`config.mk`:
```
export PLATFORM = sky130hd
export DESIGN_NAME = frecuency_divider
export DESIGN_NICKNAME = d
export VERILOG_FILES = /design/src/rtl/frecuency_divider.sv
export SDC_FILE = /design/constraint.sdc
export NUM_CORES = 1
export LEC_CHECK = 0
export BUFFER_PORTS_ARGS = -buffer_cell sky130_fd_sc_hd__buf_2
export CAP_MARGIN = 20
export CELL_PAD_IN_SITES_DETAIL_PLACEMENT = 1
export CELL_PAD_IN_SITES_GLOBAL_PLACEMENT = 1
export CORE_UTILIZATION = 45
export DETAILED_ROUTE_END_ITERATION = 10
export GPL_ROUTABILITY_DRIVEN = 0
export PLACE_DENSITY_LB_ADDON = 0.1
export SETUP_SLACK_MARGIN = 0.1
export SYNTH_ARGS = -nofsm -noshare
export SYNTH_HDL_FRONTEND = slang
export SYNTH_SLANG_ARGS = --single-unit
```
`constraint.sdc`:
```
create_clock -name clk_100mhz -period 4.25 [get_ports clk_100mhz]
set_input_delay 0.6375 -clock clk_100mhz [delete_from_list [all_inputs] [get_ports clk_100mhz]]
set_output_delay 0.6375 -clock clk_100mhz [all_outputs]
set_load 0.02 [all_outputs]
```
`src/rtl/frecuency_divider.sv`:
```
// Programmable integer divider: square wave clk (period N) plus one-cycle tick on each clk rise.
// Latency: registered outputs, one clk_100mhz edge from counter state to clk/tick/div_out.
// Backpressure: none; en=0 freezes counter and clk phase, div_load is always accepted.
//
// Ports:
//   clk_100mhz  system clock, rising edge
//   rst         synchronous active-high reset
//   en          count enable
//   div_load    one-cycle request to load div_in (values < 2 clamp to 2)
//   div_in      new divisor
//   clk         divided square wave (registered data output, high H=N>>1 cycles)
//   tick        one-cycle strobe coinciding with each rising edge of clk
//   div_out     divisor currently in effect
//
// Build option: FREQDIV_GLITCHFREE_EN
//   defined   - loads are held pending and applied at the next period wrap,
//               so no shortened or stretched period is ever produced.
//   undefined - loads apply on the next edge and restart the period from cnt=0, clk=0.

module frecuency_divider #(
  parameter int DIV_DEFAULT = 100_000_000,
  parameter int CNT_W       = 27
) (
  input  logic             clk_100mhz,
  input  logic             rst,
  input  logic             en,
  input  logic             div_load,
  input  logic [CNT_W-1:0] div_in,
  output logic             clk,
  output logic             tick,
  output logic [CNT_W-1:0] div_out
);

  logic [CNT_W-1:0] cnt_q, cnt_d;
  logic [CNT_W-1:0] div_q, div_d;
  logic             clk_q, clk_d;
  logic             tick_q, tick_d;
`ifdef FREQDIV_GLITCHFREE_EN
  logic [CNT_W-1:0] pdiv_q, pdiv_d;
  logic             pend_q, pend_d;
`endif

  logic [CNT_W-1:0] half;
  logic [CNT_W-1:0] load_val;
  logic             wrap;

  // div_q is always >= 2, so half >= 1 and half-1 / div_q-1 never underflow.
  assign half     = div_q >> 1;
  assign load_val = (div_in < CNT_W'(2)) ? CNT_W'(2) : div_in;
  assign wrap     = en && (cnt_q == div_q - CNT_W'(1));

  always_comb begin
    cnt_d  = cnt_q;
    div_d  = div_q;
    clk_d  = clk_q;
    tick_d = 1'b0;
`ifdef FREQDIV_GLITCHFREE_EN
    pdiv_d = pdiv_q;
    pend_d = pend_q;
`endif

    if (en) begin
      cnt_d  = wrap ? '0 : cnt_q + CNT_W'(1);
      tick_d = wrap;
      if (wrap)
        clk_d = 1'b1;
      else if (cnt_q == half - CNT_W'(1))
        clk_d = 1'b0;
    end

`ifdef FREQDIV_GLITCHFREE_EN
    // A pending divisor takes over exactly at the wrap edge; that edge still
    // emits its normal rise, and the new half value governs the next period.
    // A load arriving in the same cycle becomes the next pending value.
    if (wrap && pend_q) begin
      div_d  = pdiv_q;
      pend_d = 1'b0;
    end
    if (div_load) begin
      pdiv_d = load_val;
      pend_d = 1'b1;
    end
`else
    // Immediate load: restart the period; the current one is truncated.
    if (div_load) begin
      div_d  = load_val;
      cnt_d  = '0;
      clk_d  = 1'b0;
      tick_d = 1'b0;
    end
`endif
  end

  always_ff @(posedge clk_100mhz) begin
    if (rst) begin
      cnt_q  <= '0;
      div_q  <= CNT_W'(DIV_DEFAULT);
      clk_q  <= 1'b0;
      tick_q <= 1'b0;
`ifdef FREQDIV_GLITCHFREE_EN
      pdiv_q <= '0;
      pend_q <= 1'b0;
`endif
    end else begin
      cnt_q  <= cnt_d;
      div_q  <= div_d;
      clk_q  <= clk_d;
      tick_q <= tick_d;
`ifdef FREQDIV_GLITCHFREE_EN
      pdiv_q <= pdiv_d;
      pend_q <= pend_d;
`endif
    end
  end

  assign clk     = clk_q;
  assign tick    = tick_q;
  assign div_out = div_q;

endmodule

```
==> impl_metrics.xml <==
<?xml version="1.0" encoding="UTF-8"?>
<metrics>
  <group name="run_status">
    <metric name="outcome" unit="">complete, no violations</metric>
  </group>
  <group name="yosys">
    <metric name="synth.area.mux_share" unit="%">3.09</metric>
    <metric name="synth.top_cell.area_share" unit="%">26.6</metric>
    <metric name="yosys_most_used_dff" unit="">sky130_fd_sc_hd__dfxtp_1</metric>
    <metric name="netlist.top_cell.by_area" unit="">sky130_fd_sc_hd__dfxtp_1</metric>
    <metric name="post_synthesis_share_of_cell_area_spent_on_full_adders_half_adders_and_majority_gates" unit="%">0.892</metric>
    <metric name="synth.most_common_cell" unit="">sky130_fd_sc_hd__dfxtp_1</metric>
    <metric name="synthesis.instances" unit="">494</metric>
    <metric name="synth.cells.most_frequent" unit="">sky130_fd_sc_hd__dfxtp_1 (56), sky130_fd_sc_hd__xor2_1 (55), sky130_fd_sc_hd__xnor2_1 (38), sky130_fd_sc_hd__nand2_1 (32), sky130_fd_sc_hd__nor2_1 (32)</metric>
    <metric name="post_synth_edffs" unit="">0</metric>
    <metric name="synth-compound-area-share" unit="%">13.1</metric>
    <metric name="synth.cell_area" unit="um^2">4210</metric>
    <metric name="syn_area_per_cell" unit="um^2">8.52</metric>
    <metric name="xor_xnor_portion_of_the_synthesized_cell_area" unit="%">19.9</metric>
    <metric name="yosys.cell_types.count" unit="">68</metric>
    <metric name="proportion_of_synthesized_flip_flops_having_asynchronous_set_or_reset" unit="%">0</metric>
    <metric name="synthesis.yosys.warnings" unit="">0</metric>
    <metric name="mappedNetlistNets" unit="">528</metric>
    <metric name="synthTopCellsByArea" unit="">sky130_fd_sc_hd__dfxtp_1 (27%), sky130_fd_sc_hd__xor2_1 (11%), sky130_fd_sc_hd__xnor2_1 (7.9%)</metric>
    <metric name="post_synth_and_or_nand_nor_area_fraction" unit="%">30.0</metric>
    <metric name="synth-seq-area-share" unit="%">26.6</metric>
    <metric name="synth_top_family_by_area" unit="">simple AND/OR/NAND/NOR gates</metric>
    <metric name="synth_seq_cells" unit="">56</metric>
  </group>
  <group name="global_route">
    <metric name="top_usage_layer" unit="">met2</metric>
    <metric name="grt_use_met3" unit="%">3.83</metric>
    <metric name="residual_overflow_from_global_routing" unit="">0</metric>
    <metric name="first_global_vias" unit="">3801</metric>
    <metric name="grt_max_degree" unit="">26</metric>
    <metric name="antenna_found_initial" unit="">0</metric>
    <metric name="grt_pass1_wl" unit="mm">20.3</metric>
    <metric name="groute.layer.met1.usage" unit="%">34.1</metric>
    <metric name="grt.met2_usage" unit="%">45.8</metric>
    <metric name="globalRouteTotalUtil" unit="%">26.6</metric>
  </group>
  <group name="cts">
    <metric name="cts_buffer_depth" unit="">2</metric>
    <metric name="post_cts.resized_instances" unit="">0</metric>
    <metric name="numCtsBuffers" unit="">5</metric>
    <metric name="h_tree_depth" unit="">2</metric>
    <metric name="post_cts.repair.setup_buffers" unit="">0</metric>
    <metric name="cts_hold_repair.buffers" unit="">0</metric>
    <metric name="tritoncts" unit="">done</metric>
    <metric name="clock_sink_count" unit="">56</metric>
    <metric name="insertion_delay" unit="ns">0.32</metric>
    <metric name="clk_transition_reported_paths" unit="ns">0.10</metric>
    <metric name="ctsRootBufferMaster" unit="">sky130_fd_sc_hd__clkbuf_8</metric>
  </group>
  <group name="cells_and_area">
    <metric name="post_route_cells_drive_above_1_share" unit="%">21.0</metric>
    <metric name="n_antenna_cell" unit="">0</metric>
    <metric name="final_net_count" unit="">553</metric>
    <metric name="final_cell_count_no_fill" unit="">627</metric>
    <metric name="final_core_utilization" unit="%">50.8</metric>
    <metric name="layout-area-overhead-vs-synth" unit="%">7.43</metric>
  </group>
  <group name="sta">
    <metric name="hold_violations" unit="">0</metric>
    <metric name="total_count_of_max_transition_violations_in_the_final_report" unit="">0</metric>
    <metric name="worst_slew_margin_rel" unit="%">37.3</metric>
    <metric name="final_critical_path_share_of_the_clock_period" unit="%">76.5</metric>
    <metric name="finalSetupTns" unit="ns">0</metric>
    <metric name="unrepaired_setup_endpoints_after_global_routing" unit="">no</metric>
    <metric name="max_slew.worst_pin.slew" unit="ns">0.936</metric>
    <metric name="period_needed" unit="ns">3.25</metric>
    <metric name="max_freq" unit="GHz">0.307</metric>
    <metric name="setup_viol" unit="">0</metric>
    <metric name="skew" unit="ns">0.00909</metric>
    <metric name="finalWorstSetupSlack" unit="ns">0.998</metric>
  </group>
  <group name="power">
    <metric name="power" unit="uW">1150</metric>
    <metric name="irDropWorstVdd" unit="mV">0.112</metric>
    <metric name="powerDensity" unit="nW/um^2">255</metric>
    <metric name="leakagePower" unit="uW">0.00169</metric>
  </group>
  <group name="placed_design">
    <metric name="place_inst" unit="">620</metric>
    <metric name="buffer_ports.inserted" unit="">59</metric>
    <metric name="hpwlAfterDp" unit="mm">9.81</metric>
    <metric name="placement.setup.worst_slack" unit="ns">1.03</metric>
  </group>
  <group name="critical_path">
    <metric name="worst-endpoint-arrival" unit="ns">3.45</metric>
    <metric name="timing.setup.critical_path_class" unit="">register to register</metric>
    <metric name="critPathRequiredTime" unit="ns">4.45</metric>
    <metric name="worst_setup_path_start_kind" unit="">register</metric>
    <metric name="worst-path-max-fanout" unit="">25</metric>
    <metric name="crit_path_end_kind" unit="">register</metric>
  </group>
  <group name="detailed_routing">
    <metric name="detailedRoute.firstIterationViolations" unit="">159</metric>
    <metric name="detail_route.first_pass.iterations" unit="">4</metric>
    <metric name="remaining_drc_errors" unit="">0</metric>
    <metric name="route.antenna.remaining_nets" unit="">0</metric>
    <metric name="routed-via-count" unit="">3750</metric>
    <metric name="post_drt_wl_per_cell" unit="um">19.8</metric>
    <metric name="drt-total-wl" unit="mm">12.4</metric>
    <metric name="post_drt_via_cell_ratio" unit="">5.98</metric>
  </group>
  <group name="die">
    <metric name="die_width" unit="um">98.7</metric>
    <metric name="std_cell_rows" unit="">34</metric>
    <metric name="core_area" unit="um^2">8890</metric>
    <metric name="start_util" unit="%">47.3</metric>
    <metric name="die_y" unit="um">98.7</metric>
    <metric name="floorplan.die_area" unit="um^2">9740</metric>
    <metric name="ioPinCount" unit="">60</metric>
  </group>
  <group name="hold_path">
    <metric name="min_path_type" unit="">input port to register</metric>
  </group>
  <group name="job">
    <metric name="cap_viol_max_count" unit="">0</metric>
  </group>
</metrics>
-- path summary, 6_finish.rpt --
kind                           start                 endpoint  slack, ns  depth (start not counted)
max reg2reg  div_out[4]$_SDFFE_PP0P_    cnt_q[4]$_SDFFE_PP0P_        1.0                          8
max          div_out[4]$_SDFFE_PP0P_    cnt_q[4]$_SDFFE_PP0P_        1.0                          8
min reg2reg         clk$_SDFFE_PP0P_         clk$_SDFFE_PP0P_       0.54                          2
min                              rst  div_out[2]$_SDFFE_PP0P_       0.53                          2
-- cell type report --
cell class              count  area [um^2]
fillers                  1089         4370
multi-input cells         385         2820
flip-flops and latches     56         1120
repair buffers             62          318
well taps                 108          135
clock buffers               7         96.3
inverters                   9         33.8
-- critical path: stages (launching register included) --
cell and delay [ns]:
sky130_fd_sc_hd__dfxtp_1 0.47, sky130_fd_sc_hd__nor4_4 0.74, sky130_fd_sc_hd__nand4_2 0.31, sky130_fd_sc_hd__nor4b_1 0.39
sky130_fd_sc_hd__xnor2_1 0.20, sky130_fd_sc_hd__nand4_1 0.25, sky130_fd_sc_hd__o31ai_4 0.27, sky130_fd_sc_hd__buf_4 0.38
sky130_fd_sc_hd__nor2_1 0.09
-- layout by cell type, fill, tap and decap left out, types with 3 or more instances in the layout --
cell,Yosys,final
sky130_fd_sc_hd__a211oi_1,4,4
sky130_fd_sc_hd__nor4_4,4,4
sky130_fd_sc_hd__and3_1,7,7
sky130_fd_sc_hd__ha_1,3,3
sky130_fd_sc_hd__nand2_1,32,32
sky130_fd_sc_hd__nor4_1,17,17
sky130_fd_sc_hd__dfxtp_1,56,56
sky130_fd_sc_hd__a21oi_1,11,11
sky130_fd_sc_hd__a22o_1,12,12
sky130_fd_sc_hd__buf_4,5,3
sky130_fd_sc_hd__mux2i_1,13,13
sky130_fd_sc_hd__nand3_1,18,18
sky130_fd_sc_hd__nand2b_1,6,6
sky130_fd_sc_hd__nor2_1,32,32
sky130_fd_sc_hd__nor2b_1,3,3
sky130_fd_sc_hd__o311ai_0,4,4
sky130_fd_sc_hd__nand4_1,18,18
sky130_fd_sc_hd__o31ai_1,3,3
sky130_fd_sc_hd__nor3_1,10,10
sky130_fd_sc_hd__inv_1,9,9
sky130_fd_sc_hd__xor2_1,55,55
sky130_fd_sc_hd__nor2_2,20,20
sky130_fd_sc_hd__and2_1,3,3
sky130_fd_sc_hd__buf_2,6,59
sky130_fd_sc_hd__or4_1,4,4
sky130_fd_sc_hd__and4_1,4,4
sky130_fd_sc_hd__or3_1,3,3
sky130_fd_sc_hd__o21ai_0,6,6
sky130_fd_sc_hd__nor4b_1,3,3
sky130_fd_sc_hd__xnor2_1,38,38
sky130_fd_sc_hd__o211ai_1,4,4
sky130_fd_sc_hd__o2111ai_1,3,3
sky130_fd_sc_hd__nand3b_1,3,3
sky130_fd_sc_hd__or2_2,3,3
sky130_fd_sc_hd__clkbuf_8,0,7
-- logic make-up after synthesis --
family / Yosys count
compound gates: 70
xor+xnor: 94
fa+ha+maj: 3
buf+inv: 53
flops: 56
mux: 13
simple gates: 205
-- registers in the layout (all words and copies together), names as in the netlist --
name and count:
clk 1, cnt_q 27, div_out 27, tick 1
-- per-stage QoR --
step	cell area (um^2)	hold WS (ns)
2_1_floorplan	4210	0.532
3_3_place_gp	4420	0.502
3_5_place_dp	4420	0.508
4_1_cts	4520	0.521
5_1_grt	4520	0.531
6_report	4520	0.530
-- per-layer routing --
layer  up-vias  wire (um)
li1       1813          -
met2        71       6060
met1      1843       5610
met3        23        437
met4         0        293
met5         -          0
-- report_power, final --
group          internal [uW]  leakage (uW)  total (uW)  switching (uW)
logic                   99.1       0.00118         244             145
registers                540      0.000457         589            48.7
clock network            146     0.0000503         318             173
(Power assumes the default switching activity.)
